==> src/rtl/bht_predictor.sv <==
// Global-history (gshare) branch predictor: a table of saturating counters indexed by
// pc XOR history, with registered predictions and update/hit statistics.
module bht_predictor #(
  parameter int INDEX_BITS = 4,
  parameter int HIST_BITS  = 4,
  parameter int CTR_BITS   = 2,
  parameter int INIT_CTR   = 1,
  parameter int STAT_BITS  = 16
) (
  input  logic                  clk,
  input  logic                  rst_n,
  input  logic                  request,
  input  logic [INDEX_BITS-1:0] req_pc,
  output logic                  pred_valid,
  output logic                  prediction,
  output logic [INDEX_BITS-1:0] pred_index,
  input  logic                  update,
  input  logic [INDEX_BITS-1:0] upd_index,
  input  logic                  taken,
  output logic [STAT_BITS-1:0]  upd_count,
  output logic [STAT_BITS-1:0]  hit_count
);

  localparam int unsigned DEPTH = 2 ** INDEX_BITS;
  // One spare bit keeps the history register legal when HIST_BITS is zero; it then stays 0.
  localparam int GW = (HIST_BITS > 0) ? HIST_BITS : 1;

  logic [CTR_BITS-1:0]   tbl_q [DEPTH];
  logic [GW-1:0]         ghr_q, ghr_d;
  logic [STAT_BITS-1:0]  upd_count_q, upd_count_d;
  logic [STAT_BITS-1:0]  hit_count_q, hit_count_d;
  logic                  pred_valid_q;
  logic                  prediction_q, prediction_d;
  logic [INDEX_BITS-1:0] pred_index_q, pred_index_d;

  logic [INDEX_BITS-1:0] hist_ext;
  logic [INDEX_BITS-1:0] req_idx;
  logic [CTR_BITS-1:0]   rd_ctr;
  logic [CTR_BITS-1:0]   cur_ctr;
  logic [CTR_BITS-1:0]   ctr_d;
  logic                  hit;

  always_comb begin
    hist_ext = (HIST_BITS == 0) ? '0 : INDEX_BITS'(ghr_q);
    req_idx  = req_pc ^ hist_ext;
    rd_ctr   = tbl_q[req_idx];

    prediction_d = prediction_q;
    pred_index_d = pred_index_q;
    if (request) begin
      prediction_d = rd_ctr[CTR_BITS-1];
      pred_index_d = req_idx;
    end

    cur_ctr = tbl_q[upd_index];
    hit     = (cur_ctr[CTR_BITS-1] == taken);
    ctr_d   = cur_ctr;
    if (taken && (cur_ctr != '1)) begin
      ctr_d = cur_ctr + CTR_BITS'(1);
    end else if (!taken && (cur_ctr != '0)) begin
      ctr_d = cur_ctr - CTR_BITS'(1);
    end

    ghr_d = (HIST_BITS == 0) ? '0 : GW'({ghr_q, taken});

    upd_count_d = upd_count_q;
    if (upd_count_q != '1) begin
      upd_count_d = upd_count_q + STAT_BITS'(1);
    end
    hit_count_d = hit_count_q;
    if (hit && (hit_count_q != '1)) begin
      hit_count_d = hit_count_q + STAT_BITS'(1);
    end
  end

  // Prediction reads the pre-edge table and history, so a same-cycle update never bypasses.
  always_ff @(posedge clk or negedge rst_n) begin
    if (!rst_n) begin
      pred_valid_q <= 1'b0;
      prediction_q <= 1'b0;
      pred_index_q <= '0;
      ghr_q        <= '0;
      upd_count_q  <= '0;
      hit_count_q  <= '0;
      for (int unsigned i = 0; i < DEPTH; i++) begin
        tbl_q[i] <= CTR_BITS'(INIT_CTR);
      end
    end else begin
      pred_valid_q <= request;
      prediction_q <= prediction_d;
      pred_index_q <= pred_index_d;
      if (update) begin
        tbl_q[upd_index] <= ctr_d;
        ghr_q            <= ghr_d;
        upd_count_q      <= upd_count_d;
        hit_count_q      <= hit_count_d;
      end
    end
  end

  assign pred_valid = pred_valid_q;
  assign prediction = prediction_q;
  assign pred_index = pred_index_q;
  assign upd_count  = upd_count_q;
  assign hit_count  = hit_count_q;

endmodule

==> config.mk <==
export PLATFORM = sky130hd
export DESIGN_NAME = bht_predictor
export DESIGN_NICKNAME = d
export VERILOG_FILES = /design/src/rtl/bht_predictor.sv
export SDC_FILE = /design/constraint.sdc
export NUM_CORES = 1
export LEC_CHECK = 0
export BUFFER_PORTS_ARGS = -buffer_cell sky130_fd_sc_hd__clkbuf_2
export CORE_MARGIN = 2
export CORE_UTILIZATION = 40
export DETAILED_ROUTE_END_ITERATION = 6
export PLACE_DENSITY_LB_ADDON = 0.12
export SLEW_MARGIN = 20
export SYNTH_ARGS = -nofsm -noshare
export SYNTH_HDL_FRONTEND = slang
export SYNTH_SLANG_ARGS = --single-unit
==> constraint.sdc <==
create_clock -name clk -period 3.3 [get_ports clk]
set_input_delay 0.66 -clock clk [delete_from_list [all_inputs] [get_ports clk]]
set_output_delay 0.66 -clock clk [all_outputs]
set_load 0.02 [all_outputs]
# ---- Yosys cells after proc, flatten, opt, wreduce, memory -nomap -nowiden
# Index checks and enable logic that the tools add are counted.
dict set report op_classes {
  n_eq_ne 4
  n_reduce_logical 8
  n_bitwise 3
  magnitude_cmp 3
  muxes 11
  add_sub_neg 4
}
# operator n
set ops {}
lappend ops {{adder 16 x 1 -> 16 bit, second input constant} 2}
lappend ops {{bitwise mux 32 bit} 1}
lappend ops {{inequality test 16 bit, second input constant} 2}
lappend ops {{binary-select mux 2 bit (select 4 bit)} 2}
lappend ops {{2-to-1 mux 2 bit} 7}
lappend ops {{greater-or-equal comparator 5 bit, second input constant} 2}
lappend ops {{NOT 4 -> 5 bit} 2}
lappend ops {{demux 2 bit (select 4 bit)} 1}
lappend ops {{less-than comparator 5 x 1 -> 1 bit, second input constant} 1}
lappend ops {{logical AND 1 bit} 4}
lappend ops {{AND reduction 2 bit} 2}
lappend ops {{XOR 4 bit} 1}
lappend ops {{adder 2 x 1 -> 2 bit, second input constant} 1}
lappend ops {{inequality test 2 bit, second input constant} 1}
lappend ops {{nonzero test 2 bit} 1}
lappend ops {{subtractor 2 x 1 -> 2 bit, second input constant} 1}
lappend ops {{equality test 1 bit} 1}
lappend ops {{logical NOT 1 bit} 1}
dict set report word_totals {
  register_bits 74
  out_inout_bits 38
  word_cells 55
  in_bits 13
}

# ---- Depth between registers and ports, before layout
# Gate-level depths: netlist of run 1.
dict set report logic_depth {
  depth_word 9
  depth_mapped 14
  mapped_depth_nobuf 10
}

# ---- Worst setup path before layout of run 1
# Ideal clock, no wire load.
dict set report synth_path {
  path_kind {input to register}
  start {input port upd_index[1]}
  end {register tbl_q[15] (netlist bit)}
  cell_stages 12
  setup_slack_ns 0.373
  t_required_ns 3.227
  t_arrival_ns 2.854
  setup_time_ns 0.073
  n_path_buf 3
  cell_sequence {clkbuf_1 > mux4_2 > mux2_2 > o21ai_4 > inv_1 > ha_1 > nand2_1 > a21oi_2 > or3_4 > buf_6 > buf_12 > a21oi_2}
}
dict set report synth_between {
  elab_chain_cells 9
  word_cells_on_any_way 18
  classes_between {add/sub (2); order compare (2); eq/ne (1); mux (8); bitwise (1); reduce/logical (4)}
}
# element line_no
set synth_rtl {}
lappend synth_rtl {{from (decl)} 18} ;# input logic [INDEX_BITS-1:0] upd_index,
lappend synth_rtl {{NOT 4 -> 5 bit (implied by the code) (*)} {55, 93}}
lappend synth_rtl {{branches (longest 7 deep; another with subtractor 2 x 1 -> 2 bit)} n/a}
lappend synth_rtl {{bitwise mux 32 bit (*)} 93} ;# tbl_q[upd_index] <= ctr_d;
lappend synth_rtl {{to (signal, indexed assignment)} 86} ;# tbl_q[i] <= CTR_BITS'(INIT_CTR);
lappend synth_rtl {{to (signal, indexed assignment)} 93}
lappend synth_rtl {{to (decl)} 28} ;# logic [CTR_BITS-1:0] tbl_q [DEPTH];
# Every way passes the cells marked *. The select of a mux whose other input is x is not followed.
# A chain may end at the register's enable or synchronous reset.

# ---- Worst setup path after layout of run 1
dict set report layout_path {
  start {input port upd_index[0]}
  end {register tbl_q[7] (netlist bit)}
}
# The elaborated chain is that of the path after synthesis.

==> results of run 1 <==
[cells by family (layout without fill, tap and decap cells)]
group	Yosys count	after routing	share of synthesized area [%]
AO/OA/AOI/OAI	45	45	8.432
XOR/XNOR	34	34	8.263
AND/OR/NAND/NOR	129	129	16.73
flip-flops	74	74	50.66
adder cells (fa/ha/maj)	4	4	1.355
multiplexers	28	28	10.97
buffers and inverters	18	77	3.590
[report_power, final]
part / total [uW] / internal [uW] / switching [uW] / leakage [uW]
registers: 1470 / 1230 / 244 / 0.000870
logic: 997 / 437 / 560 / 0.000881
clock network: 613 / 268 / 346 / 0.0000818
total: 3080 / 1940 / 1150 / 0.00183
[layer usage]
metal  track usage, %  up-vias  share of wire (%)
met1            24.23     1276                 49
met5                0        -                  0
met2            26.35       79                 45
met4            6.533        0                1.6
li1                 -     1261                  -
met3            3.203       12                4.4
[registers in the layout (all words and copies together), names as in the netlist]
register    count
prediction      1
tbl_q          32
upd_count      16
pred_index      4
ghr_q           4
pred_valid      1
hit_count      16
[final cells by class]
class                      count  area, sq um  area share, %
clock buffer                  10        127.6          3.061
clock inverter                 6        35.03         0.8403
inverter                       8        30.03         0.7203
multi-input combinational    240         1690          40.55
sequential                    74         1872          44.90
tap                          111        138.9          3.331
timing repair buffer          53        275.3          6.603
[worst paths after layout]
path	from	to	slack, ns	depth (start not counted)
min in group clk	upd_count[11]	upd_count[11]	0.50	1
max in group asynchronous	rst_n	tbl_q[19]	2.25	1
worst min register to register	upd_count[11]	upd_count[11]	0.50	1
worst max register to register	tbl_q[24]	tbl_q[7]	0.78	9
worst max-delay path	upd_index[0]	tbl_q[7]	0.59	10
worst min-delay path	rst_n	pred_valid	0.44	1
[worst max-delay path: cells and delay by family]
kind,cells,cell delay [ns]
multiplexers,2,0.81
AND/OR/NAND/NOR,2,0.61
AO/OA/AOI/OAI,3,0.43
buffers and inverters,2,0.26
adder cells (fa/ha/maj),1,0.21
[metrics by stage]
stage	setup WS, ns	cells	area, sq um	hold WS, ns
2_1_floorplan	0.3732	332	3695	0.3644
3_3_place_gp	0.2934	486	4006	0.4778
3_5_place_dp	0.2265	486	4006	0.4880
4_1_cts	0.5647	502	4169	0.4886
5_1_grt	0.4278	502	4169	0.5196
6_report	0.5880	502	4169	0.4412
[placed cells by master (no fill, tap or decap), drive strengths merged, types with 8 or more instances in the layout]
cell type / n
xnor2: 16
dfrtp: 58
mux4: 9
dfstp: 16
inv: 8
mux2: 10
clkbuf: 59
nand2: 17
a21oi: 34
nor2: 56
xor2: 18
nor3: 12
mux2i: 9
nand3: 12
==> run_results.csv, run 1 <==
group,metric,value,unit
yosys,netlist_area,3695,sq um
clocking,cts_buffers,9,
power,finalPower,3085,uW
sta,setup_viol,0,
worst_setup_path,critical_path_class,"input pin to flop",
sta,finClkSkew,0.01149,ns
yosys,syn_avg_cell_area,11.13,sq um
sta,clock.fmax,0.3687,GHz
clocking,cts_max_level,3,
sta,worstMarginPinSlew,0.9286,ns
drt,ant_nets,0,
drt,drt_pass1_iterations,4,
yosys,synth-seq-area-share,50.66,%
finish,final_layout_size_suffix_gt1_share,30.95,%
sta,finalCritPeriodShare,82.18,%
floorplanning,rows,35,
yosys,ys.flop_type,"dfrtp_1",
run,drv_cap,0,
worst_setup_path,end_kind,"flop",
grt,antenna_found_initial,0,
clocking,cts_tree,"done",
sta,fin_crit,2.712,ns
worst_setup_path,cp_slowest_cell,"mux4_2",
clocking,postCtsSetupRepairBufs,0,
yosys,synth_top_area_cell,"dfrtp_1",
finish,area_delta_synth_final,12.83,%
clocking,ctsResizeCount,0,
worst_setup_path,cp_cell_sequence,"clkbuf_2, mux4_2, mux2_2, o21ai_4, inv_1, ha_1, nand2_1, a21oi_2, or3_4, a21oi_1",
finish,diodes,0,
yosys,yosys_warnings,0,
yosys,synth_cells,332,
worst_hold_path,hold_class,"input pin to async pin",
floorplanning,top_level_ports,51,
grt,grt_first_pass_wirelength,13250,microns
finish,nets,403,
drt,wl_per_cell,16.01,microns
floorplanning,dieArea,10020,sq um
place,port_buffers,50,
clocking,clkSlewWorstSetupHoldPaths,0.09,ns
floorplanning,die_h,100.1,microns
clocking,hold_buffers,0,
worst_setup_path,critPathRequiredTime,3.57,ns
drt,drc_errors,0,
yosys,synth_top_area_share,39.28,%
yosys,yosysMostFrequentCell,"dfrtp_1",
place,place_congestion,0.7510,
yosys,synthTopCellsByCount,"dfrtp_1, nor2_1, a21oi_1, nand2_1, xor2_1",
finish,n_fill_cell,868,
grt,track_usage,17.14,%
grt,grt_max_degree,75,
grt,grt_overflow,0,
yosys,syn_nets,349,
floorplanning,initial_core_util,40.56,%
finish,final_util,45.77,%
floorplanning,core,9109,sq um
clocking,clock_latency,0.35,ns
sta,finalHoldViolations,0,
worst_setup_path,worstPathArrival,2.98,ns
drt,drt_iter0_drc,102,
worst_setup_path,slowest_delay,0.52,ns
sta,rsz0062_at_grt,"no",
sta,setup-tns-final,0,ns
power,p_leak,0.001832,uW
sta,slew-limit-headroom,38.09,%
worst_setup_path,crit_path_start_kind,"input pin",
drt,wl,8035,microns
clocking,cts_buffer_depth,2,
yosys,yosysUniqueCellTypes,43,
yosys,synth-seq-cells,74,
yosys,synth_edf_count,0,
yosys,async_flop_share,100.0,%
place,place_hpwl,5771,microns
yosys,synth.top_cells.by_area,"dfrtp_1, dfstp_2, nor2_1",
drt,via_count,2628,
power,ir_drop,358.2,uV
grt,grt_pass1_vias,2594,
clocking,cts.sinks,74,
power,power_density,739.9,nW/um^2
floorplanning,die_w,100.1,microns
clocking,cts-root-buf,"clkbuf_8",
outcome,status,"complete, no violations",
worst_setup_path,worstPathMaxFanout,16,
drt,viasPerCell,5.235,
sta,slew_violations,0,
Power figures use the tool's default switching activity.
==> run 2: changes to the inputs <==
Settings changed: ABC_AREA set to 1.
Clock period 3.3 ns to 2.65 ns, I/O delays scaled along.
==> run 2 against run 1 <==
  * Non-clock buffer count rose by 4
  * Via count is 45% higher
  * Sequential power rose by 20%
  * Routed wire length increased by 31%
  * Register-to-register slack got worse by 0.17 ns
  * Cell count grew 58%
  * Core utilization grew 1.3 points
  * Combinational power is 14% higher
  * Sequential share of layout area shrank 6.6 points
  * Area after synthesis increased by 16%
  * Hold slack got worse by 0.32 ns
  * First-iteration DRC count rose by 94%
  * Critical endpoint is now tbl_q[18]
  * Largest power group unchanged
==> run_results.csv, run 2 <==
group,metric,value,unit
outcome,status,"complete, no violations",
finish,diodes,0,
sta,slew-limit-headroom,68.80,%
sta,fin_ws,0.5678,ns
clocking,cts_buffers,9,
worst_setup_path,critPathRequiredTime,2.94,ns
grt,grt_max_degree,42,
sta,setup_viol,0,
worst_hold_path,hold_class,"input pin to async pin",
finish,regArea,1872,sq um
grt,track_usage,19.76,%
place,place_hpwl,7651,microns
finish,largest_register_ffs,32,
worst_setup_path,rrSetupSlack,0.61,ns
run,drv_cap,0,
yosys,synth_cells,592,
yosys,synth_edf_count,0,
yosys,yosysUniqueCellTypes,25,
finish,top_register,"tbl_q",
floorplanning,die_h,107.4,microns
drt,drt_pass1_iterations,4,
finish,layout_common_cells,"nand2_1, nand3_1, inv_1",
worst_setup_path,critPathTopFamily,"simple AND/OR/NAND/NOR gates",
place,dp_cells,775,
worst_setup_path,end_kind,"flop",
clocking,hold_buffers,0,
grt,antenna_found_initial,0,
worst_setup_path,slowest_delay,0.27,ns
sta,worstMarginPinSlew,0.4680,ns
drt,ant_nets,0,
finish,final_common_cell,"nand2_1",
finish,fin_cells,791,
yosys,synth-seq-area-share,43.78,%
clocking,ctsResizeCount,0,
yosys,syn_avg_cell_area,7.222,sq um
clocking,cts-root-buf,"clkbuf_8",
sta,finalHoldViolations,0,
yosys,async_flop_share,100.0,%
drt,drt_iter0_drc,198,
floorplanning,die_w,107.4,microns
sta,holdWs,0.1171,ns
finish,multi_input_area,2067,sq um
drt,via_count,3820,
sta,setup-tns-final,0,ns
place,port_buffers,50,
grt,grt_first_pass_wirelength,17970,microns
clocking,cts_max_level,3,
place,place_ws,0.2306,ns
sta,finClkSkew,0.009733,ns
yosys,syn_nets,609,
floorplanning,rows,37,
yosys,synthTopCellsByCount,"nand2_1, nand3_1, inv_1, dfrtp_1, nor2_1",
drt,wl_met2,4718,microns
worst_setup_path,cp_cell_sequence,"clkbuf_2, nor2_1, buf_4, nand2_1, nand4_1, nand2_1, nand2_2, inv_1, nand2_2, ha_1, nor2_1, nor2_1, inv_1, nand2_2, buf_12, nand3_1, nand2_1",
worst_setup_path,path_buf_inv,5,
finish,final_layout_size_suffix_gt1_share,16.34,%
drt,viasPerCell,4.829,
drt,wl,10490,microns
clocking,clock_latency,0.36,ns
drt,wl_met1,5302,microns
worst_setup_path,worstPathMaxFanout,16,
power,p_leak,0.002548,uW
floorplanning,core,10370,sq um
finish,n_fill_cell,1076,
clocking,cts.sinks,74,
sta,slew_violations,0,
worst_setup_path,critical_path_class,"input pin to flop",
floorplanning,dieArea,11530,sq um
drt,wl_per_cell,13.26,microns
clocking,clkSlewWorstSetupHoldPaths,0.07,ns
worst_setup_path,crit_path_start_kind,"input pin",
worst_setup_path,cp_slowest_cell,"clkbuf_2",
sta,fin_crit,2.082,ns
clocking,postCtsSetupRepairBufs,0,
power,ir_drop,539.5,uV
finish,area_delta_synth_final,14.25,%
sta,finalCritPeriodShare,78.57,%
clocking,cts_tree,"done",
yosys,ys.flop_type,"dfrtp_1",
sta,clock.fmax,0.4803,GHz
finish,nets,667,
drt,wl_met3,319,microns
yosys,yosysMostFrequentCell,"nand2_1",
yosys,synth-seq-cells,74,
yosys,netlist_area,4275,sq um
clocking,cts_buffer_depth,2,
drt,drc_errors,0,
floorplanning,initial_core_util,41.23,%
yosys,synth.top_cells.by_area,"dfrtp_1, nand2_1, dfstp_2",
power,power_density,756.7,nW/um^2
yosys,synth_top_area_cell,"dfrtp_1",
drt,top_layer,"met4",
grt,grt_pass1_vias,3603,
worst_setup_path,worstPathArrival,2.37,ns
sta,rsz0062_at_grt,"no",
yosys,synth_top_area_share,33.95,%
yosys,yosys_warnings,0,
place,place_congestion,0.9085,
grt,grt_overflow,0,
floorplanning,top_level_ports,51,
[run 2: routing by layer]
layer | vias up | GRT usage (%)
li1 | 1961 | -
met1 | 1792 | 27.73
met2 | 58 | 30.88
met3 | 9 | 3.087
met4 | 0 | 7.234
met5 | - | 0
[run 2: worst register-to-register path: cells and delay by family (launching register included)]
family          cells  cell delay (ns)
fa+ha+maj           1             0.26
buf+inv             1             0.26
flops               1             0.42
compound gates      1             0.07
simple gates        6             0.92
[run 2: area by class of cell]
cell class,instances,area share (%)
clock buffers,14,3.125
clock inverters,2,0.2561
inverters,68,5.225
multi-input cells,440,42.32
flip-flops and latches,74,38.32
well taps,136,3.484
repair buffers,57,7.275
[run 2: power by group]
group | switching [uW] | internal, uW
Sequential | 308 | 1460
Clock | 424 | 366
Combinational | 720 | 420
Total | 1450 | 2240
[run 2: worst paths after layout]
kind / from / endpoint / cells after the start
min in group clk: request / pred_valid / 1
worst max register to register: hit_count[0] / hit_count[13] / 9
worst max-delay path: upd_index[0] / tbl_q[18] / 17
worst min-delay path: rst_n / pred_valid / 1
worst min register to register: tbl_q[16] / tbl_q[16] / 2
max in group asynchronous: rst_n / tbl_q[8] / 2
[run 2: metrics by stage]
step                      utilization (%)  area [sq um]  power [uW]
after floorplan                         -          4275        2493
after global placement              45.51          4720        2906
after detailed placement            45.51          4720        2923
after CTS                           47.10          4885        3729
after global routing                47.10          4885        3976
final                               47.10          4885        3696
[run 2: kinds of logic after synthesis]
kind of cell               share of synthesized area [%]
AOI/OAI and AO/OA                                  2.400
and+or+nand+nor                                    38.63
buffers and inverters                              7.872
xor gates and xnor gates                           6.146
adders and majority gates                          1.171
DFF                                                43.78
==> run 3: changes to the inputs <==
Clock period 2.65 ns to 2 ns, I/O delays scaled along.
==> run 3 against run 2 <==
  * Non-clock buffer count grew 27
  * Hold slack lost 0.087 ns
  * Critical path depth shrank 5
  * Global-route usage shrank 0.11 points
  * Core utilization grew 2.5 points
  * First-iteration DRC count grew 21%
  * Die area is the same
  * Clock power grew 35%
  * Cell count grew 3.5%
  * Combinational power grew 57%
  * Sequential cell count is the same
  * Worst setup slack lost 0.46 ns
  * Largest cell class unchanged
  * Largest power group unchanged
==> run_results.csv, run 3 (same netlist as run 2, synthesis figures left out) <==
group,metric,value,unit
outcome,status,"complete, no violations",
sta,worstMarginPinSlew,0.4195,ns
grt,grt_first_pass_wirelength,17820,microns
place,place_congestion,0.8913,
clocking,hold_buffers,0,
floorplanning,die_w,107.4,microns
clocking,cts-root-buf,"clkbuf_8",
sta,finalHoldViolations,0,
power,p_leak,0.002707,uW
grt,grt_overflow,0,
power,p_switching,1952,uW
worst_setup_path,crit_path_start_kind,"flop",
worst_hold_path,hold_class,"input pin to async pin",
place,placedInstanceArea,4910,sq um
drt,viasPerCell,4.810,
drt,ant_nets,0,
finish,diodes,0,
worst_setup_path,critPathRequiredTime,2.24,ns
finish,nets,695,
clocking,cts_buffer_depth,2,
clocking,cts_buffers,9,
clocking,clkSlewWorstSetupHoldPaths,0.08,ns
clocking,cts_max_level,3,
worst_setup_path,worstPathArrival,2.14,ns
worst_setup_path,r2r_cells,12,
place,place_hpwl,7855,microns
sta,holdWs,0.02971,ns
floorplanning,core,10370,sq um
sta,slew_violations,0,
finish,fin_cells,819,
drt,wl_per_cell,13.06,microns
run,drv_cap,0,
sta,finalCritPeriodShare,94.78,%
sta,fin_crit,1.896,ns
clocking,cts_tree,"done",
power,swShare,38.13,%
finish,design_area,5141,sq um
sta,slew-limit-headroom,72.03,%
power,power_density,995.9,nW/um^2
finish,final_layout_size_suffix_gt1_share,21.38,%
sta,setup_viol,0,
place,dp_cells,800,
power,finalPower,5120,uW
drt,wl_met1,5219,microns
floorplanning,initial_core_util,41.23,%
finish,final_common_cell,"nand2_1",
worst_setup_path,r2r-end,"tbl_q[17]",
power,clockPowerShare,20.8,%
finish,n_fill_cell,1051,
finish,top_register,"tbl_q",
sta,finClkSkew,0.01055,ns
worst_setup_path,critical_path_class,"flop to flop",
grt,grt_max_degree,75,
worst_setup_path,reg2reg_from,"tbl_q[18]",
finish,final_util,49.58,%
worst_setup_path,end_kind,"flop",
floorplanning,rows,37,
floorplanning,top_level_ports,51,
drt,wl_met3,560,microns
finish,layout_common_cells,"nand2_1, nand3_1, inv_1",
floorplanning,dieArea,11530,sq um
power,p_int,3168,uW
drt,top_layer,"met4",
grt,grt_pass1_vias,3668,
floorplanning,die_h,107.4,microns
power,share_seq_of_total_power,44.2,%
grt,track_usage,19.64,%
sta,clock.fmax,0.5275,GHz
clocking,cts.sinks,74,
drt,via_count,3939,
power,ir_drop,602.7,uV
grt,antenna_found_initial,0,
drt,drc_errors,0,
worst_setup_path,worstPathMaxFanout,16,
place,port_buffers,50,
drt,wl,10700,microns
drt,drt_iter0_drc,240,
drt,drt_pass1_iterations,4,
power,combPwrFrac,35.0,%
worst_setup_path,rrSetupSlack,0.10,ns
clocking,clock_latency,0.36,ns
finish,area_delta_synth_final,20.25,%
drt,wl_met2,4741,microns
finish,largest_register_ffs,32,
==> run 3: cell types whose count changed in the layout (fill, tap and decap cells not counted), moves of 2 or more <==
cell / delta
buf_4: +27
clkbuf_1: -2
inv_2: +2
inv_1: -2
clkinv_2: +2
nor2_4: +2
nor2_1: -5
nand2_4: +2
nor2_2: +3
==> run 3: area by class of cell <==
cell class	instances	area [sq um]	share of cell area, %
sequential	74	1872	36.41
clock buffer	13	158.9	3.091
tap	136	170.2	3.310
timing repair buffer	84	558.0	10.85
multi-input combinational	441	2112	41.08
inverter	68	255.2	4.965
clock inverter	3	15.01	0.2920
==> run 3: power groups by stage <==
stage / clock, uW / sequential, uW / combinational [uW]
2_1_floorplan: 0 / 2380 / 927
3_3_place_gp: 0 / 2280 / 1710
3_5_place_dp: 0 / 2290 / 1740
4_1_cts: 1110 / 2260 / 1750
5_1_grt: 1170 / 2310 / 2020
6_report: 1070 / 2260 / 1790
==> run 3: how the worst max path moves through the flow <==
stage,from,to
6_report,tbl_q[18],tbl_q[17]
3_3_place_gp,upd_index[0],tbl_q[18]
4_1_cts,tbl_q[19],tbl_q[30]
3_5_place_dp,upd_index[0],tbl_q[30]
2_1_floorplan,upd_index[0],tbl_q[13]
5_1_grt,tbl_q[25],tbl_q[5]
==> run 3: per-stage QoR <==
stage | TNS (ns) | setup slack, ns
after floorplan | 0 | 0.02275
after global placement | -8.009 | -0.2916
after detailed placement | -10.37 | -0.3482
after CTS | 0 | 0.001685
after global routing | -0.05610 | -0.01550
final | 0 | 0.1043
==> run 3: routing by layer <==
metal,global-route usage (%),vias up
li1,-,2022
met1,28.06,1831
met2,30.33,74
met3,2.482,12
met4,7.692,0
met5,0,-
==> run 3: timing repair <==
action | in CTS | in global routing
gates resized for setup | 0 | 13
hold endpoints to repair | 0 | 0
setup endpoints to repair | 0 | 34
buffers inserted | 0 | 2
==> run 3: worst max-delay path, cell delays in order, from the launching register on <==
cell	delay, ns
dfstp_2	0.56
nand2_1	0.06
nand4_1	0.09
nand2_1	0.06
nand2_2	0.08
nor2_2	0.05
ha_1	0.29
inv_1	0.09
buf_4	0.11
nand2_1	0.08
buf_12	0.16
nand3_1	0.09
nand2_1	0.05
